--- config.mk ---
export PLATFORM = sky130hd
export DESIGN_NAME = fb_arbiter
export DESIGN_NICKNAME = d
export VERILOG_FILES = /design/src/rtl/fb_arbiter_pkg.sv /design/src/rtl/fb_addr_gen.sv /design/src/rtl/fb_arbiter.sv
export SDC_FILE = /design/constraint.sdc
export NUM_CORES = 1
export LEC_CHECK = 0
export CORE_UTILIZATION = 51
export DETAILED_ROUTE_END_ITERATION = 8
export PLACE_DENSITY = 0.86
export SLEW_MARGIN = 20
export SYNTH_ARGS = -nofsm -noshare
export SYNTH_HDL_FRONTEND = slang
export SYNTH_SLANG_ARGS = --single-unit
export TNS_END_PERCENT = 5
--- constraint.sdc ---
create_clock -name clk -period 14.1 [get_ports clk]
set_clock_uncertainty 0.15 [all_clocks]
set_input_delay 2.82 -clock clk [delete_from_list [all_inputs] [get_ports clk]]
set_output_delay 2.82 -clock clk [all_outputs]
set_load 0.02 [all_outputs]
--- src/rtl/fb_arbiter_pkg.sv ---
// Shared VGA timing constants, frame-buffer widths and arbiter types.
// The VGA constants match the ones vga_ctrl is built with.
package fb_arbiter_pkg;
   localparam int VGA_H_ACTIVE = 640;
   localparam int VGA_H_TOTAL  = 800;
   localparam int VGA_V_ACTIVE = 480;
   localparam int VGA_V_TOTAL  = 525;
   localparam int RGB_W        = 12;
   localparam int PIX_W        = 10;
   localparam int FB_X_W       = 8;
   localparam int FB_Y_W       = 7;

   typedef logic [RGB_W-1:0] rgb_t;

   typedef enum logic [1:0] {
      SLOT_NONE     = 2'd0,
      SLOT_LINE     = 2'd1,
      SLOT_PREFETCH = 2'd2
   } slot_e;

   typedef struct packed {
      logic              valid;
      logic [FB_X_W-1:0] x;
      logic [FB_Y_W-1:0] y;
      rgb_t              data;
   } wr_req_t;

   // Line that follows y, wrapping from the last line of the frame to 0.
   function automatic logic [PIX_W-1:0] next_row(input logic [PIX_W-1:0] y,
                                                  input logic [PIX_W-1:0] last);
      return (y == last) ? '0 : y + PIX_W'(1);
   endfunction
endpackage

--- src/rtl/fb_addr_gen.sv ---
// Frame-buffer linear address y*FB_W + x, wrapped to ADDR_W bits.
module fb_addr_gen
   import fb_arbiter_pkg::*;
#(
   parameter int FB_W   = 160,
   parameter int ADDR_W = 15
) (
   input  logic [FB_X_W-1:0] x,
   input  logic [FB_Y_W-1:0] y,
   output logic [ADDR_W-1:0] addr
);
   logic [ADDR_W-1:0] xe, ye;

   assign xe = ADDR_W'(x);
   assign ye = ADDR_W'(y);

   generate
      if (FB_W == 160) begin : g_shift_add
         // 160 = 128 + 32
         assign addr = (ye << 7) + (ye << 5) + xe;
      end else begin : g_mul
         assign addr = (ye * ADDR_W'(FB_W)) + xe;
      end
   endgenerate
endmodule

--- src/rtl/fb_arbiter.sv ---
// Single-port frame-buffer arbiter: fixed display-read slots for scan-out,
// every other cycle handed to the pixel writer.
module fb_arbiter
   import fb_arbiter_pkg::*;
#(
   parameter int H_ACTIVE    = VGA_H_ACTIVE,
   parameter int H_TOTAL     = VGA_H_TOTAL,
   parameter int V_ACTIVE    = VGA_V_ACTIVE,
   parameter int V_TOTAL     = VGA_V_TOTAL,
   parameter int SCALE_SHIFT = 2,
   parameter int ADDR_W      = 15
) (
   input  logic              clk,
   input  logic              rstn,
   input  logic [PIX_W-1:0]  pix_x,
   input  logic [PIX_W-1:0]  pix_y,
   output logic [RGB_W-1:0]  pixel,
   input  logic              wr_valid,
   output logic              wr_ready,
   input  logic [FB_X_W-1:0] wr_x,
   input  logic [FB_Y_W-1:0] wr_y,
   input  logic [RGB_W-1:0]  wr_data,
   output logic [ADDR_W-1:0] mem_addr,
   output logic              mem_we,
   output logic [RGB_W-1:0]  mem_wdata,
   input  logic [RGB_W-1:0]  mem_rdata,
   output logic              frame_tick,
   output logic [15:0]       wr_drop_cnt
);
   localparam int FB_W = H_ACTIVE >> SCALE_SHIFT;
   localparam int FB_H = V_ACTIVE >> SCALE_SHIFT;

   localparam logic [PIX_W-1:0] X_ACT  = PIX_W'(H_ACTIVE);
   localparam logic [PIX_W-1:0] X_PF   = PIX_W'(H_TOTAL - 4);
   localparam logic [PIX_W-1:0] X_LAST = PIX_W'(H_TOTAL - 1);
   localparam logic [PIX_W-1:0] Y_ACT  = PIX_W'(V_ACTIVE);
   localparam logic [PIX_W-1:0] Y_LAST = PIX_W'(V_TOTAL - 1);
   localparam logic [PIX_W-1:0] G_END  = PIX_W'(FB_W);
   // Slot, capture and load must fall on distinct phases, so SCALE_SHIFT >= 2.
   localparam logic [SCALE_SHIFT-1:0] P_SLOT = SCALE_SHIFT'(1);
   localparam logic [SCALE_SHIFT-1:0] P_LOAD = '1;

   logic [PIX_W-1:0]       g, g_nxt, ny;
   logic [SCALE_SHIFT-1:0] p;
   logic                   active, pf_line, grp_end, line_start;
   slot_e                  slot;
   logic [FB_X_W-1:0]      rd_x;
   logic [FB_Y_W-1:0]      rd_y;
   logic [ADDR_W-1:0]      rd_addr, wa_addr, addr_q;
   wr_req_t                wreq;
   logic                   accept, wr_ok;
   logic                   rd_pend, primed;
   rgb_t                   nxt, cur;

   assign g          = pix_x >> SCALE_SHIFT;
   assign p          = pix_x[SCALE_SHIFT-1:0];
   assign g_nxt      = g + PIX_W'(1);
   assign ny         = next_row(pix_y, Y_LAST);
   assign active     = (pix_x < X_ACT) && (pix_y < Y_ACT);
   assign pf_line    = ny < Y_ACT;
   assign line_start = (pix_x == X_LAST) && pf_line;
   assign grp_end    = (active && p == P_LOAD) || line_start;

   always_comb begin
      slot = SLOT_NONE;
      if (active && p == P_SLOT && g_nxt < G_END)
         slot = SLOT_LINE;
      else if (pix_x == X_PF && pf_line)
         slot = SLOT_PREFETCH;
   end

   // In-line slots fetch the next group; the prefetch fetches column 0 of the next line.
   always_comb begin
      rd_x = FB_X_W'(g_nxt);
      rd_y = FB_Y_W'(pix_y >> SCALE_SHIFT);
      if (slot == SLOT_PREFETCH) begin
         rd_x = '0;
         rd_y = FB_Y_W'(ny >> SCALE_SHIFT);
      end
   end

   fb_addr_gen #(.FB_W(FB_W), .ADDR_W(ADDR_W)) u_rd_addr (
      .x    (rd_x),
      .y    (rd_y),
      .addr (rd_addr)
   );

   assign wreq = '{valid: wr_valid, x: wr_x, y: wr_y, data: wr_data};

   fb_addr_gen #(.FB_W(FB_W), .ADDR_W(ADDR_W)) u_wr_addr (
      .x    (wreq.x),
      .y    (wreq.y),
      .addr (wa_addr)
   );

   assign wr_ok     = (wreq.x < FB_X_W'(FB_W)) && (wreq.y < FB_Y_W'(FB_H));
   assign wr_ready  = rstn && (slot == SLOT_NONE);
   assign accept    = wreq.valid && wr_ready;
   assign mem_we    = accept && wr_ok;
   assign mem_wdata = wreq.data;

   always_comb begin
      mem_addr = addr_q;
      if (slot != SLOT_NONE)
         mem_addr = rd_addr;
      else if (mem_we)
         mem_addr = wa_addr;
   end

   always_ff @(posedge clk or negedge rstn) begin
      if (!rstn) begin
         addr_q      <= '0;
         rd_pend     <= 1'b0;
         nxt         <= '0;
         cur         <= '0;
         primed      <= 1'b0;
         frame_tick  <= 1'b0;
         wr_drop_cnt <= '0;
      end else begin
         addr_q     <= mem_addr;
         rd_pend    <= (slot != SLOT_NONE);
         frame_tick <= (pix_x == '0) && (pix_y == Y_ACT);
         if (rd_pend)
            nxt <= mem_rdata;
         if (grp_end)
            cur <= nxt;
         // Pixels stay blank after reset until a whole line has been prefetched.
         if (line_start)
            primed <= 1'b1;
         if (accept && !wr_ok && wr_drop_cnt != 16'hFFFF)
            wr_drop_cnt <= wr_drop_cnt + 16'd1;
      end
   end

   assign pixel = (active && primed) ? cur : '0;
endmodule

Yosys cells after proc, flatten, opt, wreduce, memory -nomap -nowiden. Cells that the tools add are included.

Logic and storage cells: 55. Output and inout port bits: 58. Bits of input ports: 62. Bits in registers: 58.

Reduce and logical (&&, ||, !) cells: 19. Add/sub/neg operators: 7. Equality and inequality tests: 8. Multiplexer cells: 8. Order comparisons: 6.

Operators by type and width (number): adder 14 x 12 -> 15 bit (2); adder 15 x 8 -> 15 bit (2); == test 10 bit (second input constant) (3); 2-to-1 mux 15 bit (2); less-than comparator 10 x 9 -> 1 bit (second input constant) (2); adder 16 x 1 -> 16 bit (second input constant) (1); != test 16 bit (second input constant) (1); logical AND 1 bit (14); 2-to-1 mux 12 bit (1); adder 10 x 1 -> 10 bit (second input constant) (1); == test 10 x 9 -> 1 bit (second input constant) (1); logical NOT 10 bit (1); less-than comparator 10 bit (second input constant) (1); 2-to-1 mux 10 bit (1); adder 8 x 1 -> 9 bit (second input constant) (1); less-than comparator 9 x 8 -> 1 bit (second input constant) (1); less-than comparator 8 bit (second input constant) (1); 2-to-1 mux 8 bit (1); less-than comparator 7 bit (second input constant) (1); 2-to-1 mux 7 bit (1); == test 2 bit (second input constant) (2); 2-to-1 mux 2 bit (2); == test 2 x 1 -> 1 bit (second input constant) (1); logical NOT 2 bit (1); 3 further kinds (3).

Logic depth before layout (Yosys ltp). Gate-level depths: netlist (run 1).

Depth in word-level cells: 12. Mapped depth: 17. Depth with buffers taken out: 16.

By module. From an unflattened synthesis (run 1), not the netlist that was laid out.

Cells, all modules: 408. Area total of the unflattened synthesis: 4042.6 µm².

By module, submodules not included: fb_arbiter (cells an instance 310, area each 3204.3 µm², seq. area each 1451.4 µm², times used 1); fb_addr_gen (cells an instance 49, area each 419.2 µm², seq. area each 0.0 µm², times used 2).

Least setup slack after synthesis (run 1). No wires, ideal clock.

Path kind: input port to output port. From: input port pix_x[2]. To: output port mem_addr[13]. Data arrival time: 6603 ps. Setup slack: 4527 ps. Data required time: 11130 ps. Stages on the path: 17. Cells stage by stage: ha_1 > nand4_1 > nor4_1 > o311a_1 > buf_6 > nand2b_1 > o31ai_1 > inv_1 > fa_1 > inv_1 > ha_1 > a21oi_1 > o211ai_1 > o41ai_1 > xnor2_1 > xnor2_1 > a211oi_1.

Word-level cells in the longest chain between the ends: 11. Elaborated cells between the ends (all ways): 22. Those cells by class: add/sub (3); order compare (2); eq/ne (2); mux (6); reduce/logical (9).

RTL lines: start: declaration (RTL line fb_arbiter.sv:15) `input logic [PIX_W-1:0] pix_x,`; parallel branches: the longest is 10 deep, another holds adder 14 x 12 -> 15 bit; 2-to-1 mux 15 bit * (RTL line fb_arbiter.sv:104) `if (slot != SLOT_NONE)`; end: declaration (RTL line fb_arbiter.sv:23) `output logic [ADDR_W-1:0] mem_addr,`.

Mark *: on every way between the ends.

Worst setup path after layout (run 1). Same ends and word-level chain as after synthesis.

==> results of run 1 <==
## power groups by stage
stage,Clock (mW),Combinational (mW),Sequential [mW]
after floorplan,0,0.111,0.233
after global placement,0,0.182,0.229
after detailed placement,0,0.188,0.232
after CTS,0.155,0.190,0.229
after global routing,0.163,0.206,0.235
final,0.153,0.189,0.230
## worst register-to-register path: stages (launching register included)
cell,delay [ns]
dfrtp_1,0.43
ha_1,0.26
nand2_1,0.08
nor2_1,0.09
a31o_2,0.27
nand4b_1,0.38
nor3_1,0.36
xor2_1,0.17
## flip-flops by register name (all words and copies together), names as in the netlist
signal,count
cur,12
addr_q,15
frame_tick,1
nxt,12
primed,1
rd_pend,1
wr_drop_cnt,16
## cell families after synthesis
logic type | share of synthesized area [%]
and+or+nand+nor | 17.36
buffers and inverters | 5.807
adders and majority gates | 11.23
muxes | 10.12
xor gates and xnor gates | 7.997
DFF | 36.81
AOI/OAI and AO/OA | 10.66
## worst max-delay path by stage
stage                   from           end  slack [ns]  depth (start not counted)
floorplan           pix_x[2]  mem_addr[13]        4.53                         17
global placement    pix_x[2]  mem_addr[13]        3.15                         18
detailed placement  pix_x[2]  mem_addr[13]        2.91                         18
CTS                 pix_x[2]  mem_addr[13]        2.89                         18
global route        pix_x[2]  mem_addr[13]        2.47                         18
finish              pix_x[2]  mem_addr[13]        2.85                         18
## per-stage QoR
step	cells	hold WS, ns
floorplan	393	0.3211
global placement	561	0.3297
detailed placement	562	0.3374
CTS	578	0.3520
global route	578	0.3611
finish	578	0.3511
## layer usage
layer,vias to the layer above,global-route usage (%),share of wire (%)
met1,1591,32.88,44
met2,119,42.12,49
met3,24,5.415,5.2
met5,-,0,0
li1,1573,-,-
met4,0,8.871,2.5
## cells in the mapped netlist, drive strengths merged (14+ instances only)
master  instances
xnor2          19
nand3          20
and3           21
buf            19
ha             29
nor2           20
nand2          25
inv            14
xor2           17
mux2           31
o21ai          18
dfrtp          58
## layout make-up
class                   instances  area [sq um]  area share [%]
multi-input cells             293          2262           44.76
well taps                      99         123.9           2.451
inverters                      14         52.55           1.040
clock buffers                  11         141.4           2.798
clock inverters                 5         53.80           1.065
flip-flops and latches         58          1451           28.72
repair buffers                 98         968.4           19.16
==> results.py, run 1 <==
metrics = {
    "placement": {
        "place.gp.congestion": 0.8997,
        "dpl.hpwl_mm": 7.165,
        "place_area_sq_um": 4858,
        "place_ws_ns": 2.909,
        "io_buffers": 95,
    },
    "critical_path": {
        "r2r_end": "wr_drop_cnt[15]",
        "reg2reg_from": "wr_drop_cnt[0]",
        "worstPathCellList": "clkdlybuf4s50_1, ha_1, nand4_1, nor4_1, o311a_1, nand2b_1, o31ai_1, inv_1, fa_1, inv_1, ha_1, a21oi_1, o211ai_1, o41ai_1, xnor2_1, xnor2_1, a211oi_1, clkdlybuf4s50_1",
        "slowest_stage": "clkdlybuf4s50_1",
        "rrSetupSlack_ns": 11.85,
        "slowest_delay_ns": 0.69,
        "worst_setup_path_start_kind": "input port",
        "cp.required_ns": 11.13,
        "crit_path_end_kind": "output port",
        "crit_fanout": 8,
        "worst-setup-path-type": "in -> out",
        "r2r_cells": 7,
        "path_buf_inv": 4,
        "cp.arrival_ns": 8.28,
        "cp_top_family": "compound AO/OA/AOI/OAI gates",
    },
    "sta": {
        "fin_ws_ns": 2.853,
        "rsz0062_at_grt": "false",
        "period_needed_ns": 11.25,
        "fin_crit_sh_pct": 79.77,
        "maxSlewViolCount": 0,
        "clock.fmax_ghz": 0.08891,
        "tightest_slew_ns": 0.8836,
        "final.setup.tns_ns": 0,
        "hold_viol_final": 0,
        "finalSetupViolations": 0,
        "slew-limit-headroom_pct": 41.00,
    },
    "clocking": {
        "numCtsBuffers": 9,
        "cts_buffer_depth": 2,
        "cts-htree-levels": 3,
        "cts_tree": "built",
        "cts_resized": 0,
        "cts.sinks": 58,
        "cts.clk_slew.worst_paths_ns": 0.06,
        "cts_hold_buf": 0,
        "insertion_delay_ns": 0.33,
        "cts-root-buf": "clkbuf_8",
        "cts_setup_buffers": 0,
    },
    "final_layout": {
        "final_common_cell": "clkdlybuf4s50_1",
        "drive_above_1_share_pct": 12.73,
        "finalInstanceArea_sq_um": 5054,
        "diodes": 0,
        "syn2layout_area_growth_pct": 28.18,
        "layout_common_cells": "clkdlybuf4s50_1, dfrtp_1, mux2_2, ha_1, nand2_1",
        "final_core_utilization_pct": 68.57,
        "fin_nets": 569,
        "fillers": 544,
    },
    "die": {
        "num_rows": 31,
        "dieArea_sq_um": 8086,
        "core_area_sq_um": 7370,
        "start_util_pct": 53.50,
        "fp.dieW_microns": 89.92,
        "io_pins": 120,
        "fp.dieH_microns": 89.92,
    },
    "grt": {
        "grt_pass1_wl_mm": 16.24,
        "grt_pass1_vias": 3333,
        "track_usage_pct": 25.37,
        "globalRouteOverflowTotal": 0,
        "antenna_found_initial": 0,
        "grt_max_degree": 62,
    },
    "synth": {
        "synth_nets": 488,
        "synthTopCellsByArea": "dfrtp_1, ha_1, mux2_2, xnor2_1, xor2_1",
        "synthArstFlopShare_pct": 100.0,
        "yosysSeqAreaShare_pct": 36.81,
        "synth.distinct_cells": 53,
        "synth.largest_area_cell": "dfrtp_1",
        "synth-edff-count": 0,
        "yosys_warnings": 0,
        "synth_top_area_share_pct": 36.81,
        "syn_avg_cell_area_sq_um": 10.03,
        "syn_area_sq_um": 3943,
        "syn_inst": 393,
        "ys.flop_type": "dfrtp_1",
        "ys_ff_latch": 58,
    },
    "power_and_ir_drop": {
        "power.density_nw_per_um2": 113.1,
        "internal_power_mw": 0.3883,
        "p_seq_share_pct": 40.2,
        "swShare_pct": 32.04,
        "power.ir.vdd_worst_uv": 51.41,
        "clockPowerShare_pct": 26.8,
        "leakage_nw": 2.221,
        "total_power_mw": 0.5714,
        "p_comb_share_pct": 33.0,
        "switching_power_mw": 0.1831,
    },
    "route": {
        "wl_per_cell_microns": 16.76,
        "finalWirelength_mm": 9.686,
        "drcViolationCount": 0,
        "firstDrtPassIters": 4,
        "viasPerCell": 5.721,
        "antenna_left": 0,
        "dr.first_iter.drc_count": 140,
        "vias": 3307,
    },
    "min_path": {
        "holdCritPathClass": "reg -> reg",
        "hp-start": "wr_drop_cnt[15]",
        "worstHoldPathCells": 1,
        "min_to": "wr_drop_cnt[15]",
    },
    "run": {
        "cap_violations": 0,
    },
    "outcome": {
        "run_status": "finished clean",
    },
}
No activity file was read; power rests on OpenSTA's default activity.
==> run 2, diff against run 1 <==
--- a/config.mk
+++ b/config.mk
@@ -5,9 +5,9 @@
 export SDC_FILE = /design/constraint.sdc
 export NUM_CORES = 1
 export LEC_CHECK = 0
-export CORE_UTILIZATION = 51
+export CORE_UTILIZATION = 43
 export DETAILED_ROUTE_END_ITERATION = 8
-export PLACE_DENSITY = 0.86
+export PLACE_DENSITY = 0.77
 export SLEW_MARGIN = 20
 export SYNTH_ARGS = -nofsm -noshare
 export SYNTH_HDL_FRONTEND = slang
==> constraint.sdc (replaced) <==
create_clock -name clk -period 9.84 [get_ports clk]
set_clock_uncertainty 0.15 [all_clocks]
set_input_delay 1.968 -clock clk [delete_from_list [all_inputs] [get_ports clk]]
set_output_delay 1.968 -clock clk [all_outputs]
set_load 0.02 [all_outputs]
==> run 2 against run 1 <==
The run now ends with DRC left. Die area increased by 18%. Final cell count increased by 1.7%. Global-route usage decreased by 4.3 points. Combinational power increased by 42%. Sequential cell count unchanged. Final area about the same. Power increased by 39%. Count of clock-buffer cells in the layout decreased by 1. Via count decreased by 1.2%. Register-to-register slack got worse by 4.2 ns. Hold slack got worse by 0.0079 ns. Sequential power increased by 42%. Largest power group unchanged.
==> results.py, run 2 (synthesis gave the netlist of run 1 again) <==
metrics = {
    "placement": {
        "place_ws_ns": 0.3582,
        "dpl.hpwl_mm": 7.432,
        "place_area_sq_um": 4877,
        "io_buffers": 95,
        "dp.cells": 572,
        "place.gp.congestion": 0.9162,
    },
    "clocking": {
        "numCtsBuffers": 9,
        "cts.clk_slew.worst_paths_ns": 0.07,
        "insertion_delay_ns": 0.33,
        "cts_buffer_depth": 2,
        "cts-root-buf": "clkbuf_8",
        "cts-htree-levels": 3,
        "cts_hold_buf": 0,
        "cts_tree": "built",
        "cts.sinks": 58,
        "cts_setup_buffers": 0,
    },
    "grt": {
        "globalRouteOverflowTotal": 0,
        "antenna_found_initial": 0,
        "grt_max_degree": 60,
        "track_usage_pct": 21.05,
        "grt_pass1_vias": 3295,
        "grt_pass1_wl_mm": 16.06,
    },
    "run": {
        "cap_violations": 0,
    },
    "final_layout": {
        "top_regs": "wr_drop_cnt: 16 flops, addr_q: 15 flops",
        "final_common_cell": "clkdlybuf4s50_1",
        "fillers": 744,
        "instances_no_fill": 588,
        "top_register": "wr_drop_cnt",
        "layout_common_cells": "clkdlybuf4s50_1, dfrtp_1, mux2_2, ha_1, nand2_1",
        "finalInstanceArea_sq_um": 5057,
        "drive_above_1_share_pct": 13.33,
        "fin_nets": 570,
        "diodes": 0,
        "syn2layout_area_growth_pct": 28.28,
        "largest_reg_flops": 16,
    },
    "critical_path": {
        "slowest_delay_ns": 0.68,
        "worstPathCellList": "clkdlybuf4s50_1, ha_1, nand4_1, nor4_1, o311a_2, nand2b_1, o31ai_1, inv_1, fa_1, inv_1, ha_1, a21oi_1, o211ai_1, o41ai_1, xnor2_1, xnor2_1, a211oi_1, clkdlybuf4s50_1",
        "path_buf_inv": 4,
        "crit_path_end_kind": "output port",
        "worst-setup-path-type": "in -> out",
        "crit_fanout": 8,
        "slowest_stage": "clkdlybuf4s50_1",
        "cp.arrival_ns": 7.23,
        "worst_setup_path_start_kind": "input port",
        "cp_top_family": "compound AO/OA/AOI/OAI gates",
        "cp.required_ns": 7.72,
    },
    "die": {
        "fp.dieH_microns": 97.76,
        "io_pins": 120,
        "fp.dieW_microns": 97.76,
        "start_util_pct": 44.77,
        "num_rows": 34,
        "core_area_sq_um": 8806,
        "dieArea_sq_um": 9556,
    },
    "power_and_ir_drop": {
        "power.density_nw_per_um2": 156.9,
        "leakage_nw": 2.207,
        "power.ir.vdd_worst_uv": 81.24,
    },
    "min_path": {
        "holdCritPathClass": "reg -> reg",
    },
    "route": {
        "antenna_left": 0,
        "finalWirelength_mm": 9.577,
        "dr.first_iter.drc_count": 127,
        "drcViolationCount": 16,
        "viasPerCell": 5.554,
        "vias": 3266,
        "firstDrtPassIters": 7,
        "wl_per_cell_microns": 16.29,
    },
    "sta": {
        "period_needed_ns": 9.351,
        "rsz0062_at_grt": "false",
        "maxSlewViolCount": 0,
        "clock.fmax_ghz": 0.1069,
        "final.setup.tns_ns": 0,
        "finalSetupViolations": 0,
        "hold_viol_final": 0,
        "slew-limit-headroom_pct": 49.18,
        "tightest_slew_ns": 0.7590,
        "holdWs_ns": 0.3431,
        "fin_ws_ns": 0.4892,
        "fin_crit_sh_pct": 95.03,
    },
    "outcome": {
        "run_status": "complete, but fails checks",
        "violations": "DRC",
    },
}
## run 2: routing by layer
layer  part of all wire, %  track usage [%]  wire length (microns)
met5                     0                0                      0
met4                   1.9            7.692                    184
met3                   4.5            3.078                    434
met2                    50            35.68                   4744
met1                    44            27.41                   4213
## run 2: final timing paths
| path | startpoint | to | slack, ns | cells after the start |
|---|---|---|---|---|
| max | pix_x[2] | mem_addr[13] | 0.49 | 18 |
| min | nxt[3] | cur[3] | 0.34 | 1 |
| max reg2reg | wr_drop_cnt[0] | wr_drop_cnt[11] | 7.65 | 7 |
| min reg2reg | nxt[3] | cur[3] | 0.34 | 1 |
| max in group asynchronous | rstn | addr_q[1] | 7.32 | 2 |
| min in group asynchronous | rstn | wr_drop_cnt[14] | 1.73 | 2 |
## run 2: cell type report
cell class	count	area, sq um	share of cell area [%]
Clock buffer	10	137.6	2.721
Clock inverter	6	41.29	0.8164
Inverter	14	52.55	1.039
Multi-Input combinational cell	293	2263	44.76
Sequential cell	58	1451	28.70
Tap cell	108	135.1	2.672
Timing Repair Buffer	99	975.9	19.30
## run 2: repair_timing
action / in CTS / in global routing
hold endpoints to repair: 0 / 0
resized for setup: 0 / 1
endpoints found under the setup margin: 0 / 1
## run 2: per-stage QoR
stage,util (%),total power [mW]
after floorplan,-,0.4917
after global placement,55.30,0.5921
after detailed placement,55.39,0.6027
after CTS,57.42,0.8020
after global routing,57.43,0.8467
final,57.43,0.7936
## run 2: report_power, final
group	total (mW)	internal [mW]	switching, mW	leakage [nW]
clock	0.197	0.0980	0.0990	0.0847
sequential	0.327	0.295	0.0318	0.724
combinational	0.269	0.138	0.131	1.40
## run 2: worst reg2reg max path, cell delays in order (launching register included)
cell	delay, ns
dfrtp_1	0.43
ha_1	0.26
nand2_1	0.08
nor2_1	0.09
a31o_2	0.27
nand4b_1	0.38
nor3_1	0.29
xor2_1	0.17
